===== src/rtl/coll_pkg.sv =====
// Shared types and helpers for the ball-collision pair scheduler.
// Holds the FSM state encoding, default sizing and the pair index map.
package coll_pkg;

    localparam int N_BALLS_DEF = 4;
    localparam int TIMEOUT_DEF = 16;

    typedef enum logic [2:0] {
        IDLE,
        REQ,
        COMMIT,
        ADV,
        DONE
    } state_t;

    // Linear index of unordered pair (a,b), a<b, in sweep order.
    function automatic int pair_idx(int a, int b, int n);
        return a * (2 * n - a - 1) / 2 + (b - a - 1);
    endfunction

endpackage


===== src/rtl/pair_counter.sv =====
// Holds the current (a,b) ball pair and steps it through the
// fixed sweep order (0,1),(0,2)..(N-2,N-1).
module pair_counter
    import coll_pkg::*;
#(
    parameter int N_BALLS = N_BALLS_DEF,
    parameter int IDX_W   = $clog2(N_BALLS)
) (
    input  logic             clk,
    input  logic             rst,
    input  logic             load,
    input  logic             adv,
    output logic [IDX_W-1:0] a,
    output logic [IDX_W-1:0] b,
    output logic             is_last
);

    localparam logic [IDX_W-1:0] ONE    = IDX_W'(1);
    localparam logic [IDX_W-1:0] LAST_A = IDX_W'(N_BALLS - 2);
    localparam logic [IDX_W-1:0] LAST_B = IDX_W'(N_BALLS - 1);

    logic [IDX_W-1:0] a_nx;
    logic [IDX_W-1:0] b_nx;

    always_comb begin
        a_nx = a;
        b_nx = b;
        if (b < LAST_B) begin
            b_nx = b + ONE;
        end else if (a < LAST_A) begin
            a_nx = a + ONE;
            b_nx = a_nx + ONE;
        end
    end

    assign is_last = (a == LAST_A) && (b == LAST_B);

    always_ff @(posedge clk or posedge rst) begin
        if (rst) begin
            a <= '0;
            b <= ONE;
        end else if (load) begin
            a <= '0;
            b <= ONE;
        end else if (adv) begin
            a <= a_nx;
            b <= b_nx;
        end
    end

endmodule


===== src/rtl/collision_scheduler.sv =====
// Sweeps every ball pair once per frame through the shared collision resolver.
// Optional per-pair contact latch: define COLL_CONTACT_LATCH_EN.
module collision_scheduler
    import coll_pkg::*;
#(
    parameter int  N_BALLS   = N_BALLS_DEF,
    parameter int  TIMEOUT   = TIMEOUT_DEF,
    localparam int IDX_W     = $clog2(N_BALLS),
    localparam int NUM_PAIRS = N_BALLS * (N_BALLS - 1) / 2,
    localparam int HC_W      = $clog2(NUM_PAIRS + 1)
) (
    input  logic             clk,
    input  logic             rst,
    input  logic             frame_tick,
    output logic [IDX_W-1:0] pair_a,
    output logic [IDX_W-1:0] pair_b,
    output logic             req,
    input  logic             ack,
    input  logic             hit,
    output logic             wb_en,
    output logic             busy,
    output logic             sweep_done,
    output logic [HC_W-1:0]  hit_count,
    output logic             overrun,
    output logic             timeout_err
);

    localparam int              TW     = $clog2(TIMEOUT + 1);
    localparam logic [TW-1:0]   T_LAST = TW'(TIMEOUT - 1);
    localparam logic [HC_W-1:0] HC_MAX = HC_W'(NUM_PAIRS);

    state_t           state;
    state_t           nxt;
    logic [TW-1:0]    wcnt;
    logic             load;
    logic             adv;
    logic             tmo;
    logic             is_last;
    logic             commit_ok;
    logic [IDX_W-1:0] a;
    logic [IDX_W-1:0] b;

    pair_counter #(
        .N_BALLS(N_BALLS),
        .IDX_W  (IDX_W)
    ) u_pairs (
        .clk    (clk),
        .rst    (rst),
        .load   (load),
        .adv    (adv),
        .a      (a),
        .b      (b),
        .is_last(is_last)
    );

`ifdef COLL_CONTACT_LATCH_EN
    localparam int PI_W = (NUM_PAIRS > 1) ? $clog2(NUM_PAIRS) : 1;

    logic [NUM_PAIRS-1:0] contact;
    logic [PI_W-1:0]      pidx;

    assign pidx      = PI_W'(pair_idx(int'(a), int'(b), N_BALLS));
    // A pair still overlapping from an earlier frame is not resolved again.
    assign commit_ok = hit && !contact[pidx];

    always_ff @(posedge clk or posedge rst) begin
        if (rst) begin
            contact <= '0;
        end else if (state == REQ && ack) begin
            contact[pidx] <= hit;
        end
    end
`else
    assign commit_ok = hit;
`endif

    always_comb begin
        nxt  = state;
        load = 1'b0;
        adv  = 1'b0;
        tmo  = 1'b0;
        unique case (state)
            IDLE: begin
                if (frame_tick) begin
                    nxt  = REQ;
                    load = 1'b1;
                end
            end
            REQ: begin
                if (ack) begin
                    nxt = commit_ok ? COMMIT : ADV;
                end else if (wcnt == T_LAST) begin
                    nxt = ADV;
                    tmo = 1'b1;
                end
            end
            COMMIT: nxt = ADV;
            ADV: begin
                if (is_last) begin
                    nxt = DONE;
                end else begin
                    nxt = REQ;
                    adv = 1'b1;
                end
            end
            DONE:    nxt = IDLE;
            default: nxt = IDLE;
        endcase
    end

    always_ff @(posedge clk or posedge rst) begin
        if (rst) begin
            state       <= IDLE;
            wcnt        <= '0;
            req         <= 1'b0;
            wb_en       <= 1'b0;
            busy        <= 1'b0;
            sweep_done  <= 1'b0;
            hit_count   <= '0;
            overrun     <= 1'b0;
            timeout_err <= 1'b0;
        end else begin
            state      <= nxt;
            wcnt       <= (state == REQ) ? wcnt + TW'(1) : '0;
            req        <= (nxt == REQ);
            wb_en      <= (nxt == COMMIT);
            busy       <= (nxt != IDLE);
            sweep_done <= (nxt == DONE);
            if (load) begin
                hit_count <= '0;
            end else if (state == COMMIT && hit_count != HC_MAX) begin
                hit_count <= hit_count + HC_W'(1);
            end
            if (frame_tick && state != IDLE) begin
                overrun <= 1'b1;
            end
            if (tmo) begin
                timeout_err <= 1'b1;
            end
        end
    end

    // Pair index is only meaningful to consumers while a sweep runs.
    assign pair_a = busy ? a : '0;
    assign pair_b = busy ? b : '0;

endmodule


===== config.mk =====
export PLATFORM = sky130hd
export DESIGN_NAME = collision_scheduler
export DESIGN_NICKNAME = d
export VERILOG_FILES = /design/src/rtl/coll_pkg.sv /design/src/rtl/pair_counter.sv /design/src/rtl/collision_scheduler.sv
export SDC_FILE = /design/constraint.sdc
export NUM_CORES = 1
export LEC_CHECK = 0
export ABC_CLOCK_PERIOD_IN_PS = 2200
export BUFFER_PORTS_ARGS = -buffer_cell sky130_fd_sc_hd__buf_2
export CORE_MARGIN = 4
export CORE_UTILIZATION = 35
export CTS_CLUSTER_SIZE = 12
export DETAILED_ROUTE_END_ITERATION = 10
export HOLD_SLACK_MARGIN = 0.15
export PLACE_DENSITY = 0.56
export SYNTH_ARGS = -nofsm -noshare
export SYNTH_HDL_FRONTEND = slang
export SYNTH_SLANG_ARGS = --single-unit

===== constraint.sdc =====
create_clock -name clk -period 2.2 [get_ports clk]
set_input_delay 0.11 -clock clk [delete_from_list [all_inputs] [get_ports clk]]
set_output_delay 0.11 -clock clk [all_outputs]
set_load 0.05 [all_outputs]

==> results.cfg <==
[outcome]
status = completed

[setup_path]
path_cells = ha_1 > and3_1 > ha_1 > o21ai_1 > a21o_1 > inv_1 > or3_1
crit_required_ns = 2.40
r2r_slack_ns = 0.37
slowest_delay_ns = 0.42
worst_ep_arrival_time_ns = 2.03
cp-end-kind = flip-flop
startpoint_type = flip-flop
worstSetupPathType = reg -> reg
crit_top_cell = ha_1
cp_max_fo = 3
worst_path_max_delay_cell = dfrtp_1

[sta]
rsz0062_at_grt = no
slew_headroom = 0.4827
setup_violations = 0
maxSlewViolCount = 0
fin_crit_sh = 0.8330
maxClockFrequency_ghz = 0.5457
tns_ns = 0
worst_hold_slack_ns = 0.2654
fin_worst_skew_ns = 0.009492
period_minus_slack_ns = 1.833
max_slew.worst_pin.slew_ns = 0.7751
hold_viol = 0

[global_routing]
grt_max_degree = 22
grt.overflow.total = 0
grt_pass1_wl_mm = 3.091
antenna_found_initial = 0
grt_pass1_vias = 730
grt_use_total = 0.1146

[final_layout]
drive_above_1_share = 0.1933
antenna_cells = 0
final_common_cell = dfrtp_1
layout_common_cells = 20 x dfrtp_1, 17 x buf_2, 11 x nor2_1, 11 x inv_1, 8 x nand2_1
area_growth_pct = 17.85
stdcell_count = 150
nets = 130
post-route-util = 0.4261

[pwr]
powerDensity_nw_per_um2 = 1333
leakage_nw = 0.6195
seq_power_share = 0.397
vdd_drop_max_v = 0.0007437
power.internal_w = 0.0008209
p_switching_w = 0.0007321
comb_power_share = 0.481
netSwitchingFraction = 0.4714
fin_total_pwr_w = 0.001553
p_clk_frac = 0.122

[clock_network]
h-tree-depth = 1
cts.sinks = 21
clkTransAtPathRegs_ns = 0.13
clock_latency_ns = 0.31
root_buffer = clkbuf_4
post_cts_resized = 0
hold_buffers = 3
cts_buffer_depth = 2
numCtsBuffers = 3
cts_tree = built
cts_setup_buffers = 0

[route]
ant_nets = 0
drt-initial-drc-count = 13
via_count = 724
route.detailed.drc = 0
drt_pass1_iterations = 4
drt_wl_total_mm = 1.851
detail_route.wl_per_cell_um = 12.34
vias_per_cell = 4.827

[placement]
port_buffers = 17
hpwl_mm = 1.382
dp.cells = 143
routabilityCongestion = 0.7663

[die]
die_h_um = 61.14
ios = 18
coreArea_sq_um = 2734
die_w_um = 61.14
dieArea_sq_um = 3738
initial_core_util = 0.3616
rows = 19

[synth]
syn-cell-area_sq_um = 988.4
ys_warn_count = 0
yosysUniqueCellTypes = 32
syn_avg_cell_area_sq_um = 10.30
syn_inst = 96
postSynthNetCount = 106
synth-seq-cells = 21
ys_seq_area_frac = 0.5329

[job]
drv_cap = 0

[worst_hold_path]
hold_path_class = in -> reg
==> worst max-delay path, delay by kind of cell (launching register included) <==
| family | cells | cell delay (ns) |
|---|---|---|
| AOI/OAI and AO/OA | 2 | 0.31 |
| adders and majority gates | 2 | 0.42 |
| buffers and inverters | 1 | 0.06 |
| DFF | 1 | 0.42 |
| and+or+nand+nor | 2 | 0.53 |
==> layer usage <==
layer | vias to the layer above | share of wire | track usage
met5 | - | 0 | 0
met4 | 0 | 0.018 | 0.06502
met3 | 4 | 0.045 | 0.02096
met2 | 15 | 0.47 | 0.1903
met1 | 338 | 0.47 | 0.1391
li1 | 367 | - | -
==> cell type report <==
cell class / instances / area [sq um]
fill: 275 / 1569
clock inverter: 1 / 7.507
multi-input combinational: 63 / 412.9
timing repair buffer: 20 / 115.1
sequential: 21 / 526.8
inverter: 11 / 41.29
clock buffer: 3 / 22.52
tap: 31 / 38.79
==> final timing paths <==
path | from | end | cells past startpoint
max in group asynchronous | rst | overrun | 3
worst max-delay path | wcnt[0] | busy | 7
worst max register to register | wcnt[0] | busy | 7
min in group asynchronous | rst | wcnt[2] | 3
worst min-delay path | hit | state[0] | 4
worst min register to register | wcnt[0] | wcnt[0] | 1
==> cells by family after synthesis <==
kind of cell    share of synthesized area
simple gates                       0.1861
flops                              0.5329
compound gates                     0.1139
buf+inv                           0.04937
xor+xnor                          0.04430
fa+ha+maj                         0.06329
mux                               0.01013
==> power groups by stage <==
stage          Combinational, W  Clock (W)  Sequential [W]
2_1_floorplan          0.000464          0        0.000750
3_3_place_gp           0.000741          0        0.000620
3_5_place_dp           0.000747          0        0.000627
4_1_cts                0.000756   0.000200        0.000617
5_1_grt                0.000828   0.000216        0.000640
6_report               0.000746   0.000189        0.000617
==> Yosys cell counts <==
cell type	count	area share
or2_0	1	0.0063
dfrtp_1	20	0.51
o211ai_1	1	0.0076
a31oi_1	2	0.013
inv_1	11	0.042
nor4_1	1	0.0063
a21o_1	1	0.0076
o31ai_1	1	0.0076
and3_1	3	0.019
nand2_1	8	0.030
ha_1	5	0.063
nand3_1	1	0.0051
nand2b_4	1	0.014
dfstp_2	1	0.027
a211o_1	2	0.018
nor2b_1	1	0.0063
or3_1	2	0.013
nor2_1	11	0.042
o21ai_1	1	0.0051
xnor2_1	4	0.035
nand3b_1	1	0.0076
o21bai_1	1	0.0076
and2_1	5	0.032
a21oi_1	3	0.015
a21bo_1	1	0.010
a211oi_1	1	0.0076
buf_4	1	0.0076
a41o_1	1	0.010
nor3_1	1	0.0051
xor2_1	1	0.0089
mux2i_1	1	0.010
o21ai_0	1	0.0051
==> per-stage QoR <==
stage / worst slack [ns] / instance area, sq um
2_1_floorplan: 0.5023 / 988.4
3_3_place_gp: 0.4609 / 1105
3_5_place_dp: 0.3862 / 1105
4_1_cts: 0.3686 / 1165
5_1_grt: 0.2662 / 1165
6_report: 0.3674 / 1165
==> state kept, by name (all words and copies together), names as in the netlist <==
signal       cells
timeout_err      1
req              1
busy             1
wcnt             5
u_pairs.a        2
overrun          1
u_pairs.b        2
hit_count        3
state            3
sweep_done       1
wb_en            1
Note: power is estimated with default switching activity, not from simulation.
